<file path="src/rtl/axi_lite_master_pkg.sv">
// Shared types for the AXI4-Lite master: response codes and FSM state encoding.
package axi_lite_master_pkg;

  typedef enum logic [1:0] {
    AXIL_OKAY   = 2'b00,
    AXIL_EXOKAY = 2'b01,
    AXIL_SLVERR = 2'b10,
    AXIL_DECERR = 2'b11
  } axil_resp_t;

  typedef enum logic [2:0] {
    ST_IDLE    = 3'd0,
    ST_WR_REQ  = 3'd1,
    ST_WR_RESP = 3'd2,
    ST_RD_REQ  = 3'd3,
    ST_RD_DATA = 3'd4,
    ST_RSP     = 3'd5
  } axil_mst_state_t;

endpackage

</file>
<file path="src/rtl/axi_lite_master_if.sv">
// AXI4-Lite bus bundle (five channels, no clock) with master and slave views.
interface axi_lite_master_if #(
  parameter int ADDR_W = 12,
  parameter int DATA_W = 32
) ();

  logic [ADDR_W-1:0]   awaddr;
  logic                awvalid;
  logic                awready;
  logic [DATA_W-1:0]   wdata;
  logic [DATA_W/8-1:0] wstrb;
  logic                wvalid;
  logic                wready;
  logic [1:0]          bresp;
  logic                bvalid;
  logic                bready;
  logic [ADDR_W-1:0]   araddr;
  logic                arvalid;
  logic                arready;
  logic [DATA_W-1:0]   rdata;
  logic [1:0]          rresp;
  logic                rvalid;
  logic                rready;

  modport master (
    output awaddr, awvalid, wdata, wstrb, wvalid, bready, araddr, arvalid, rready,
    input  awready, wready, bresp, bvalid, arready, rdata, rresp, rvalid
  );

  modport slave (
    input  awaddr, awvalid, wdata, wstrb, wvalid, bready, araddr, arvalid, rready,
    output awready, wready, bresp, bvalid, arready, rdata, rresp, rvalid
  );

endinterface

</file>
<file path="src/rtl/axi_lite_master.sv">
// Single-outstanding AXI4-Lite master: one command in, one AXI transaction, one response out.
// Optional per-transaction timeout is enabled by defining AXIL_MST_TIMEOUT_EN.
//
// Handshake rule for every channel (cmd, rsp, AW, W, B, AR, R): a transfer happens on the rising
// edge where valid and ready are both high; once valid is raised its payload stays stable and
// valid stays high until that transfer (the timeout abort is the only deliberate exception).
module axi_lite_master
  import axi_lite_master_pkg::*;
#(
  parameter int AXI_ADDR_WIDTH = 12,
  parameter int AXI_DATA_WIDTH = 32,
  parameter int TIMEOUT_CYCLES = 256
) (
  input  logic                        clk,
  input  logic                        rst_n,
  input  logic                        cmd_valid,
  output logic                        cmd_ready,
  input  logic                        cmd_write,
  input  logic [AXI_ADDR_WIDTH-1:0]   cmd_addr,
  input  logic [AXI_DATA_WIDTH-1:0]   cmd_wdata,
  input  logic [AXI_DATA_WIDTH/8-1:0] cmd_wstrb,
  output logic                        rsp_valid,
  input  logic                        rsp_ready,
  output logic                        rsp_write,
  output logic [AXI_DATA_WIDTH-1:0]   rsp_rdata,
  output logic [1:0]                  rsp_resp,
  output logic                        rsp_timeout,
  output logic                        busy,
  output axil_mst_state_t             dbg_state,
  axi_lite_master_if.master           m_axi
);

  if (TIMEOUT_CYCLES < 2) begin : g_bad_cfg
    $error("axi_lite_master: TIMEOUT_CYCLES must be >= 2");
  end

  axil_mst_state_t             state_q;
  logic [AXI_ADDR_WIDTH-1:0]   addr_q;
  logic [AXI_DATA_WIDTH-1:0]   wdata_q;
  logic [AXI_DATA_WIDTH/8-1:0] wstrb_q;
  logic                        write_q;
  logic                        awvalid_q, wvalid_q, bready_q, arvalid_q, rready_q;
  logic                        aw_done, w_done;

  // A channel counts as done once its valid has dropped or is being accepted this cycle.
  assign aw_done = !awvalid_q || m_axi.awready;
  assign w_done  = !wvalid_q  || m_axi.wready;

  assign m_axi.awaddr  = addr_q;
  assign m_axi.araddr  = addr_q;
  assign m_axi.wdata   = wdata_q;
  assign m_axi.wstrb   = wstrb_q;
  assign m_axi.awvalid = awvalid_q;
  assign m_axi.wvalid  = wvalid_q;
  assign m_axi.bready  = bready_q;
  assign m_axi.arvalid = arvalid_q;
  assign m_axi.rready  = rready_q;
  assign dbg_state     = state_q;

`ifdef AXIL_MST_TIMEOUT_EN
  localparam int CNT_W = $clog2(TIMEOUT_CYCLES);
  localparam logic [CNT_W-1:0] TMO_LAST = CNT_W'(TIMEOUT_CYCLES - 1);

  logic [CNT_W-1:0] tmo_cnt_q;
  logic             rsp_timeout_q;
  logic             txn_active, txn_done, tmo_fire;

  assign txn_active = (state_q == ST_WR_REQ) || (state_q == ST_WR_RESP) ||
                      (state_q == ST_RD_REQ) || (state_q == ST_RD_DATA);
  // A slave response arriving on the last counted cycle still wins over the abort.
  assign txn_done   = ((state_q == ST_WR_RESP) && m_axi.bvalid) ||
                      ((state_q == ST_RD_DATA) && m_axi.rvalid);
  assign tmo_fire   = txn_active && !txn_done && (tmo_cnt_q == TMO_LAST);
  assign rsp_timeout = rsp_timeout_q;

  // Wait counter: restarts on command accept, runs while a transaction is on the bus.
  always_ff @(posedge clk or negedge rst_n) begin
    if (!rst_n) begin
      tmo_cnt_q <= '0;
    end else if ((state_q == ST_IDLE) && cmd_valid) begin
      tmo_cnt_q <= '0;
    end else if (txn_active) begin
      tmo_cnt_q <= tmo_cnt_q + CNT_W'(1);
    end
  end
`else
  assign rsp_timeout = 1'b0;
`endif

  // Transaction FSM with registered AXI, command and response outputs.
  always_ff @(posedge clk or negedge rst_n) begin
    if (!rst_n) begin
      state_q   <= ST_IDLE;
      cmd_ready <= 1'b1;
      busy      <= 1'b0;
      addr_q    <= '0;
      wdata_q   <= '0;
      wstrb_q   <= '0;
      write_q   <= 1'b0;
      awvalid_q <= 1'b0;
      wvalid_q  <= 1'b0;
      bready_q  <= 1'b0;
      arvalid_q <= 1'b0;
      rready_q  <= 1'b0;
      rsp_valid <= 1'b0;
      rsp_write <= 1'b0;
      rsp_rdata <= '0;
      rsp_resp  <= '0;
`ifdef AXIL_MST_TIMEOUT_EN
      rsp_timeout_q <= 1'b0;
`endif
    end else begin
      case (state_q)
        ST_IDLE: begin
          if (cmd_valid) begin
            cmd_ready <= 1'b0;
            busy      <= 1'b1;
            addr_q    <= cmd_addr;
            wdata_q   <= cmd_wdata;
            wstrb_q   <= cmd_wstrb;
            write_q   <= cmd_write;
            if (cmd_write) begin
              awvalid_q <= 1'b1;
              wvalid_q  <= 1'b1;
              state_q   <= ST_WR_REQ;
            end else begin
              arvalid_q <= 1'b1;
              state_q   <= ST_RD_REQ;
            end
          end
        end
        ST_WR_REQ: begin
          if (m_axi.awready) awvalid_q <= 1'b0;
          if (m_axi.wready)  wvalid_q  <= 1'b0;
          if (aw_done && w_done) begin
            bready_q <= 1'b1;
            state_q  <= ST_WR_RESP;
          end
        end
        ST_WR_RESP: begin
          if (m_axi.bvalid) begin
            bready_q  <= 1'b0;
            rsp_valid <= 1'b1;
            rsp_write <= 1'b1;
            rsp_rdata <= '0;
            rsp_resp  <= m_axi.bresp;
            state_q   <= ST_RSP;
          end
        end
        ST_RD_REQ: begin
          if (m_axi.arready) begin
            arvalid_q <= 1'b0;
            rready_q  <= 1'b1;
            state_q   <= ST_RD_DATA;
          end
        end
        ST_RD_DATA: begin
          if (m_axi.rvalid) begin
            rready_q  <= 1'b0;
            rsp_valid <= 1'b1;
            rsp_write <= 1'b0;
            rsp_rdata <= m_axi.rdata;
            rsp_resp  <= m_axi.rresp;
            state_q   <= ST_RSP;
          end
        end
        ST_RSP: begin
          if (rsp_ready) begin
            rsp_valid <= 1'b0;
            busy      <= 1'b0;
            cmd_ready <= 1'b1;
            state_q   <= ST_IDLE;
          end
        end
        default: state_q <= ST_IDLE;
      endcase
`ifdef AXIL_MST_TIMEOUT_EN
      if ((state_q == ST_IDLE) && cmd_valid) rsp_timeout_q <= 1'b0;
      // Abort: release every AXI valid/ready so a hung slave cannot keep the bus locked.
      if (tmo_fire) begin
        awvalid_q     <= 1'b0;
        wvalid_q      <= 1'b0;
        bready_q      <= 1'b0;
        arvalid_q     <= 1'b0;
        rready_q      <= 1'b0;
        rsp_valid     <= 1'b1;
        rsp_write     <= write_q;
        rsp_rdata     <= '0;
        rsp_resp      <= AXIL_SLVERR;
        rsp_timeout_q <= 1'b1;
        state_q       <= ST_RSP;
      end
`endif
    end
  end

endmodule

</file>
<file path="src/flat_wrapper.sv">
// flat-port wrapper written by rule: the top's interface ports become plain ports
module axi_lite_master_flat import axi_lite_master_pkg::*;
#(
  parameter int AXI_ADDR_WIDTH = 12,
  parameter int AXI_DATA_WIDTH = 32,
  parameter int TIMEOUT_CYCLES = 256
)
  (clk, rst_n, cmd_valid, cmd_ready, cmd_write, cmd_addr, cmd_wdata, cmd_wstrb, rsp_valid, rsp_ready, rsp_write, rsp_rdata, rsp_resp, rsp_timeout, busy, dbg_state, m_axi_awaddr, m_axi_awvalid, m_axi_wdata, m_axi_wstrb, m_axi_wvalid, m_axi_bready, m_axi_araddr, m_axi_arvalid, m_axi_rready, m_axi_awready, m_axi_wready, m_axi_bresp, m_axi_bvalid, m_axi_arready, m_axi_rdata, m_axi_rresp, m_axi_rvalid);
  axi_lite_master_if #(.ADDR_W((12)), .DATA_W((32))) m_axi_i ();
  input  logic clk;
  input  logic rst_n;
  input  logic cmd_valid;
  output logic cmd_ready;
  input  logic cmd_write;
  input  logic [AXI_ADDR_WIDTH-1:0] cmd_addr;
  input  logic [AXI_DATA_WIDTH-1:0] cmd_wdata;
  input  logic [AXI_DATA_WIDTH/8-1:0] cmd_wstrb;
  output logic rsp_valid;
  input  logic rsp_ready;
  output logic rsp_write;
  output logic [AXI_DATA_WIDTH-1:0] rsp_rdata;
  output logic [1:0] rsp_resp;
  output logic rsp_timeout;
  output logic busy;
  output axil_mst_state_t dbg_state;
  output wire logic [$bits(m_axi_i.awaddr)-1:0] m_axi_awaddr;
  output wire logic [$bits(m_axi_i.awvalid)-1:0] m_axi_awvalid;
  output wire logic [$bits(m_axi_i.wdata)-1:0] m_axi_wdata;
  output wire logic [$bits(m_axi_i.wstrb)-1:0] m_axi_wstrb;
  output wire logic [$bits(m_axi_i.wvalid)-1:0] m_axi_wvalid;
  output wire logic [$bits(m_axi_i.bready)-1:0] m_axi_bready;
  output wire logic [$bits(m_axi_i.araddr)-1:0] m_axi_araddr;
  output wire logic [$bits(m_axi_i.arvalid)-1:0] m_axi_arvalid;
  output wire logic [$bits(m_axi_i.rready)-1:0] m_axi_rready;
  input wire logic [$bits(m_axi_i.awready)-1:0] m_axi_awready;
  input wire logic [$bits(m_axi_i.wready)-1:0] m_axi_wready;
  input wire logic [$bits(m_axi_i.bresp)-1:0] m_axi_bresp;
  input wire logic [$bits(m_axi_i.bvalid)-1:0] m_axi_bvalid;
  input wire logic [$bits(m_axi_i.arready)-1:0] m_axi_arready;
  input wire logic [$bits(m_axi_i.rdata)-1:0] m_axi_rdata;
  input wire logic [$bits(m_axi_i.rresp)-1:0] m_axi_rresp;
  input wire logic [$bits(m_axi_i.rvalid)-1:0] m_axi_rvalid;
  assign m_axi_awaddr = m_axi_i.awaddr;
  assign m_axi_awvalid = m_axi_i.awvalid;
  assign m_axi_wdata = m_axi_i.wdata;
  assign m_axi_wstrb = m_axi_i.wstrb;
  assign m_axi_wvalid = m_axi_i.wvalid;
  assign m_axi_bready = m_axi_i.bready;
  assign m_axi_araddr = m_axi_i.araddr;
  assign m_axi_arvalid = m_axi_i.arvalid;
  assign m_axi_rready = m_axi_i.rready;
  assign m_axi_i.awready = m_axi_awready;
  assign m_axi_i.wready = m_axi_wready;
  assign m_axi_i.bresp = m_axi_bresp;
  assign m_axi_i.bvalid = m_axi_bvalid;
  assign m_axi_i.arready = m_axi_arready;
  assign m_axi_i.rdata = m_axi_rdata;
  assign m_axi_i.rresp = m_axi_rresp;
  assign m_axi_i.rvalid = m_axi_rvalid;
  axi_lite_master #(.AXI_ADDR_WIDTH(AXI_ADDR_WIDTH), .AXI_DATA_WIDTH(AXI_DATA_WIDTH), .TIMEOUT_CYCLES(TIMEOUT_CYCLES)) u_core (.clk(clk), .rst_n(rst_n), .cmd_valid(cmd_valid), .cmd_ready(cmd_ready), .cmd_write(cmd_write), .cmd_addr(cmd_addr), .cmd_wdata(cmd_wdata), .cmd_wstrb(cmd_wstrb), .rsp_valid(rsp_valid), .rsp_ready(rsp_ready), .rsp_write(rsp_write), .rsp_rdata(rsp_rdata), .rsp_resp(rsp_resp), .rsp_timeout(rsp_timeout), .busy(busy), .dbg_state(dbg_state), .m_axi(m_axi_i));
endmodule
</file>
<file path="config.mk">
export PLATFORM = sky130hd
export DESIGN_NAME = axi_lite_master_flat
export DESIGN_NICKNAME = d
export VERILOG_FILES = /design/src/rtl/axi_lite_master_pkg.sv /design/src/rtl/axi_lite_master_if.sv /design/src/rtl/axi_lite_master.sv /design/src/flat_wrapper.sv
export SDC_FILE = /design/constraint.sdc
export NUM_CORES = 1
export LEC_CHECK = 0
export CAP_MARGIN = 10
export CORE_ASPECT_RATIO = 2
export CORE_MARGIN = 2
export CORE_UTILIZATION = 55
export CTS_BUF_LIST = sky130_fd_sc_hd__clkbuf_16
export DETAILED_ROUTE_END_ITERATION = 16
export DONT_BUFFER_PORTS = 1
export GPL_ROUTABILITY_DRIVEN = 0
export PLACE_DENSITY = 0.7
export SLEW_MARGIN = 10
export SYNTH_ARGS = -nofsm -noshare
export SYNTH_HDL_FRONTEND = slang
export SYNTH_SLANG_ARGS = --single-unit
</file>
<file path="constraint.sdc">
create_clock -name clk -period 2.5 [get_ports clk]
set_input_delay 0.5 -clock clk [delete_from_list [all_inputs] [get_ports clk]]
set_output_delay 0.5 -clock clk [all_outputs]
set_load 0.005 [all_outputs]
</file>
# Word level (Yosys, flattened, before mapping)
# Index checks and enable logic that the tools add are counted.
[word_totals] ramBits=0 reg_bits=94 out_inout_bits=107 latchBits=0 rom_bits=0 n_memories=0 word_cells=93
[op_classes] eq_ne=15 addsub=0 multipliers=0 magnitude_cmp=0 bitwise=0 n_shift=0 muxes=40 div_mod_pow=0 reduce_logical=23
[ops] op="32-bit two-way mux" n=2
[ops] op="32-bit case mux with 2 select lines" n=1
[ops] op="3-bit two-way mux" n=6
[ops] op="2-bit inequality test, second input constant" n=9
[ops] op="3-bit case mux with 6 select lines" n=1
[ops] op="1-bit two-way mux" n=17
[ops] op="1-bit case mux with 2 select lines" n=8
[ops] op="4-bit AND reduction" n=4
[ops] op="3-bit AND reduction" n=4
[ops] op="2-bit nonzero test" n=6
[ops] op="3-bit by 2-bit == test with 1-bit output, second input constant" n=2
[ops] op="3-bit == test, second input constant" n=2
[ops] op="2-bit two-way mux" n=3
[ops] op="6-bit AND reduction" n=1
[ops] op="2-bit case mux with 2 select lines" n=1
[ops] op="3-bit by 1-bit == test with 1-bit output, second input constant" n=1
[ops] op="3-bit logical NOT" n=1
[ops] op="1-bit case mux with 3 select lines" n=1
[ops] op="3-bit nonzero test" n=1
[ops] op="1-bit logical NOT" n=2
[ops] op="1-bit logical OR" n=2
[ops] op="2-bit by 1-bit inequality test with 1-bit output, second input constant" n=1
[ops] op="2-bit AND reduction" n=1
[ops] op="1-bit logical AND" n=1

# Longest topological paths before layout
[logic_depth] depth_word=5 mapped_depth=7 ltp_nobuf=4

# Worst setup path after synthesis
# No wires, ideal clock.
[synth_path] kind="register to register" startpoint="register u_core.state_q[0] (netlist: u_core.dbg_state[0])" endpoint="register u_core.addr_q[0] (netlist: u_core.m_axi.araddr[0])" path_buffers=3 t_arrival_ns=1.472 path_slack_ns=0.901 setup_time_ns=0.127 path_stages_with_launch=7 path_cell_list="dfrtp_1 -> buf_2 -> nor2_2 -> and3_1 -> buf_2 -> buf_6 -> mux2_1"
[synth_between] elab_chain_len=2
[synth_rtl] element="start: declaration" line="axi_lite_master.sv:37" rtl="axil_mst_state_t state_q;"
[synth_rtl] element="start signal: assignment" line="axi_lite_master.sv:93" rtl="state_q <= ST_IDLE;"
[synth_rtl] element="start signal: assignment" line="axi_lite_master.sv:125" rtl="state_q <= ST_WR_REQ;"
[synth_rtl] element="start signal: assignment" line="axi_lite_master.sv:128" rtl="state_q <= ST_RD_REQ;"
[synth_rtl] element="3-bit logical NOT" line="axi_lite_master.sv:113" rtl="case (state_q)"
[synth_rtl] element="2-bit AND reduction (no line)"
[synth_rtl] element="end signal: assignment" line="axi_lite_master.sv:118" rtl="addr_q <= cmd_addr;"
[synth_rtl] element="end: declaration" line="axi_lite_master.sv:38" rtl="logic [AXI_ADDR_WIDTH-1:0] addr_q;"
# Every way passes these cells.
# A chain may end at the register's enable or synchronous reset.

# Final worst setup path
[layout_path] startpoint="register u_core.state_q[0] (netlist: u_core.dbg_state[0])" endpoint="register u_core.addr_q[5] (netlist: u_core.m_axi.araddr[5])"
# The elaborated chain is that of the path after synthesis.

==> summary.md <==
| Metric | Value |
|---|---|
| CTS tree | `built` |
| Power Density | `between 1000 and 1500 nW/um2` |
| Worst-path clk slew | `roughly 60 ps` |
| Critical path required time | `roughly 2700 ps` |
| Detail Placement HPWL | `approximately 5200 um` |
| Die Ht | `approximately 120 um` |
| Post-Route WL | `roughly 7000 um` |
| Core area | `between 6000 and 7000 um2` |
| WP data arrival | `between 1500 and 2000 ps` |
| Xor and xnor area share after synthesis | `0%` |
| Std-Cell Rows | `42` |
| Worst R2R Start | `u_core.dbg_state[0]$_DFFE_PN0P_` |
| Main combinational cell family by area after synthesis | `multiplexers` |
| Critical Path Fanout Max | `slightly above 40` |
| Status | `complete, but fails checks` |
| Gr ovfl total | `0` |
| Vias in the first global route | `2123` |
| Total number of vias | `2107` |
| Seq/Total Area, Yosys | `61.8%` |
| Port bufs | `0` |
| Fmax | `about 580 MHz` |
| Clock Path Buffers | `2` |
| Netlist cell types | `36` |
| Top-level I/O count | `201` |
| RSZ-0062 raised after global routing | `no` |
| Worst setup EP type | `flip-flop` |
| Die outline width | `around 63 um` |
| Fin. Hold Viols | `93` |
| Placed cell area | `between 3000 and 4000 um2` |
| Die area | `7640 um2` |
| Max Cap Violations | `0` |
| Synth Instances | `around 270` |
| Post_cts resized | `0` |
| Startpoint types | `flip-flop` |
| Hold WC Path Type | `in2async` |
| Mux cell area share after synthesis | `between 10 and 15%` |
| Crit Path Class | `reg2reg` |
| Post-CTS setup buffers | `0` |
| H-tree depth | `3` |
| Root Buffer | `clkbuf_16` |
| Warnings from Yosys | `0` |
| Initial antenna violation count | `0` |
| Final Setup Violations | `0` |
| Total CTS buffers | `9` |
| Leak pwr | `around 1.8 nW` |
| First-pass GRT wire length | `~11000 um` |
| Fin Hold WS | `-138 ps` |
| Drt pass-1 iters | `4` |
| Period utilisation layout | `between 60% and 70%` |
| Max Slew Vio Count | `0` |
| Net Count, Synth | `between 300 and 400` |
| Clock sink count | `94` |
| Flop and latch count out of synthesis | `94` |
| Iter 0 DRT Violations | `between 80 and 90` |
| Slack of the worst reg-to-reg path | `770 ps` |
| Adder-Cell Fraction of Synth Area | `0%` |
| Layout Skew | `between 8 and 9 ps` |
| VDD IR max | `approximately 0.77 mV` |
| Worst r2r path cells | `4` |
| Total negative slack | `0 ps` |
| Simple-Gate Fraction of Synth Area | `roughly 4.4%` |
| Violated checks | `hold timing` |
| Via density | `between 5 and 6` |
| Area grow syn2layout | `6.28%` |
| Clock period minus worst slack | `1730 ps` |
| Compound-cell area share of the yosys netlist | `about an eighth` |
| Synthesized area per cell | `around 14 um2` |
| Nets | `354` |
| Layout cells sized above 1 | `roughly 9.1%` |
| Post-route cell area | `4050 um2` |
| Reg2reg end | `u_core.m_axi.araddr[5]$_DFFE_PN0P_` |
| Final ANT Viol Nets | `0` |
| ANT cells | `0` |
| Largest net degree at the start of global routing | `95` |
| Initial core utilization | `57.0%` |
| DRC viols | `0` |
| Synth Cell Area | `approximately 3800 um2` |
| Total Routing Usage GR | `between 10% and 20%` |
| Wire per inst | `between 15 and 20 um` |
| Clock Latency Late Sink | `330 ps` |
flip-flops by register name, indices dropped and copies added, names as in the netlist, 2 cells and up:
register             cells
u_core.m_axi.araddr     12
u_core.rsp_rdata        32
u_core.rsp_resp          2
u_core.m_axi.wstrb       4
u_core.dbg_state         3
u_core.m_axi.wdata      32
where the power goes:
group	internal, mW	total, mW	switching, mW
Combinational	0.667	1.26	0.592
Sequential	2.21	2.78	0.574
Clock	0.867	1.38	0.517
kinds of logic after synthesis:
group / count (synthesis)
other: 1
AND/OR/NAND/NOR: 32
AO/OA/AOI/OAI: 60
buffers and inverters: 37
multiplexers: 50
flip-flops: 94
area by class of cell:
class	count	area, um2
Fill cell	549	2630
Sequential cell	94	2350
Multi-Input combinational cell	143	1190
Clock buffer	9	225
Tap cell	88	110
Clock inverter	7	88.8
Timing Repair Buffer	6	57.6
Inverter	6	22.5
through the flow:
stage / utilization, % / power, mW / std cells / hold slack [ps] / setup WS (ps)
2_1_floorplan: - / 3.94 / 274 / 204 / 901
3_3_place_gp: 55.9 / 4.05 / 337 / 206 / 791
3_5_place_dp: 55.9 / 4.11 / 337 / 206 / 747
4_1_cts: 60.6 / 5.52 / 353 / -156 / 743
5_1_grt: 60.6 / 5.78 / 353 / -160 / 661
6_report: 60.6 / 5.43 / 353 / -138 / 765
metal layers:
layer | up-vias | GRT usage, % | share of wire, %
met5 | - | 0 | 0
met4 | 0 | 8.75 | 1.5
met3 | 10 | 7.85 | 9.3
met2 | 130 | 33.0 | 56
met1 | 1025 | 18.6 | 33
li1 | 942 | - | -
critical path, stage by stage (launching register included):
cell and delay [ps]:
dfrtp_1 380, nor2_2 200, and3_2 390, buf_12 270
mux2_1 350
synthesized netlist by cell type:
cell	count	area share, %
o21ai_1	5	0.66
nand4_1	1	0.16
a21bo_1	1	0.26
nor4_1	1	0.16
o32ai_1	1	0.23
and3_1	2	0.33
dfrtp_1	93	61
nor3_1	2	0.26
nor4bb_1	1	0.26
a31oi_1	4	0.66
o21a_1	1	0.20
a32o_1	1	0.26
a211o_1	1	0.23
a21oi_1	10	1.3
nor2_1	8	0.79
mux2i_1	2	0.53
mux2_1	48	14
a21o_1	1	0.20
nand2b_1	2	0.33
clkbuf_1	2	0.20
buf_2	6	0.79
inv_1	6	0.59
nand3b_1	2	0.39
a22o_1	32	7.4
nor2_2	1	0.16
dfstp_2	1	0.69
nand2_1	8	0.79
buf_6	9	2.7
a22oi_1	1	0.20
nor2b_1	1	0.16
or3_1	1	0.16
buf_4	14	2.8
nor4b_1	2	0.46
conb_1	1	0.098
o221ai_1	1	0.23
o21ai_0	1	0.13
placed cells by master (no fill, tap or decap), types with 2 or more instances in the layout:
cell	instances
nor3_1	2
mux2i_1	2
dfrtp_1	93
nand2b_1	2
nor2_1	8
o21ai_1	5
nand2_1	8
nand3b_1	2
buf_4	5
mux2_1	48
bufinv_16	2
a31oi_1	4
nor4b_1	2
inv_1	6
a22o_1	32
clkinvlp_4	2
clkinv_2	2
clkbuf_16	9
a21oi_1	10
worst max path at each step:
stage	start	end	cells past startpoint	slack, ps
floorplan	u_core.dbg_state[0]$_DFFE_PN0P_	u_core.m_axi.araddr[0]$_DFFE_PN0P_	6	900
global placement	u_core.dbg_state[0]$_DFFE_PN0P_	u_core.m_axi.wstrb[1]$_DFFE_PN0P_	4	790
detailed placement	u_core.dbg_state[0]$_DFFE_PN0P_	u_core.m_axi.araddr[5]$_DFFE_PN0P_	4	750
CTS	u_core.dbg_state[0]$_DFFE_PN0P_	u_core.m_axi.araddr[5]$_DFFE_PN0P_	4	740
global route	u_core.dbg_state[0]$_DFFE_PN0P_	u_core.m_axi.wstrb[3]$_DFFE_PN0P_	4	660
finish	u_core.dbg_state[0]$_DFFE_PN0P_	u_core.m_axi.araddr[5]$_DFFE_PN0P_	4	770
Power figures use the tool's default switching activity.
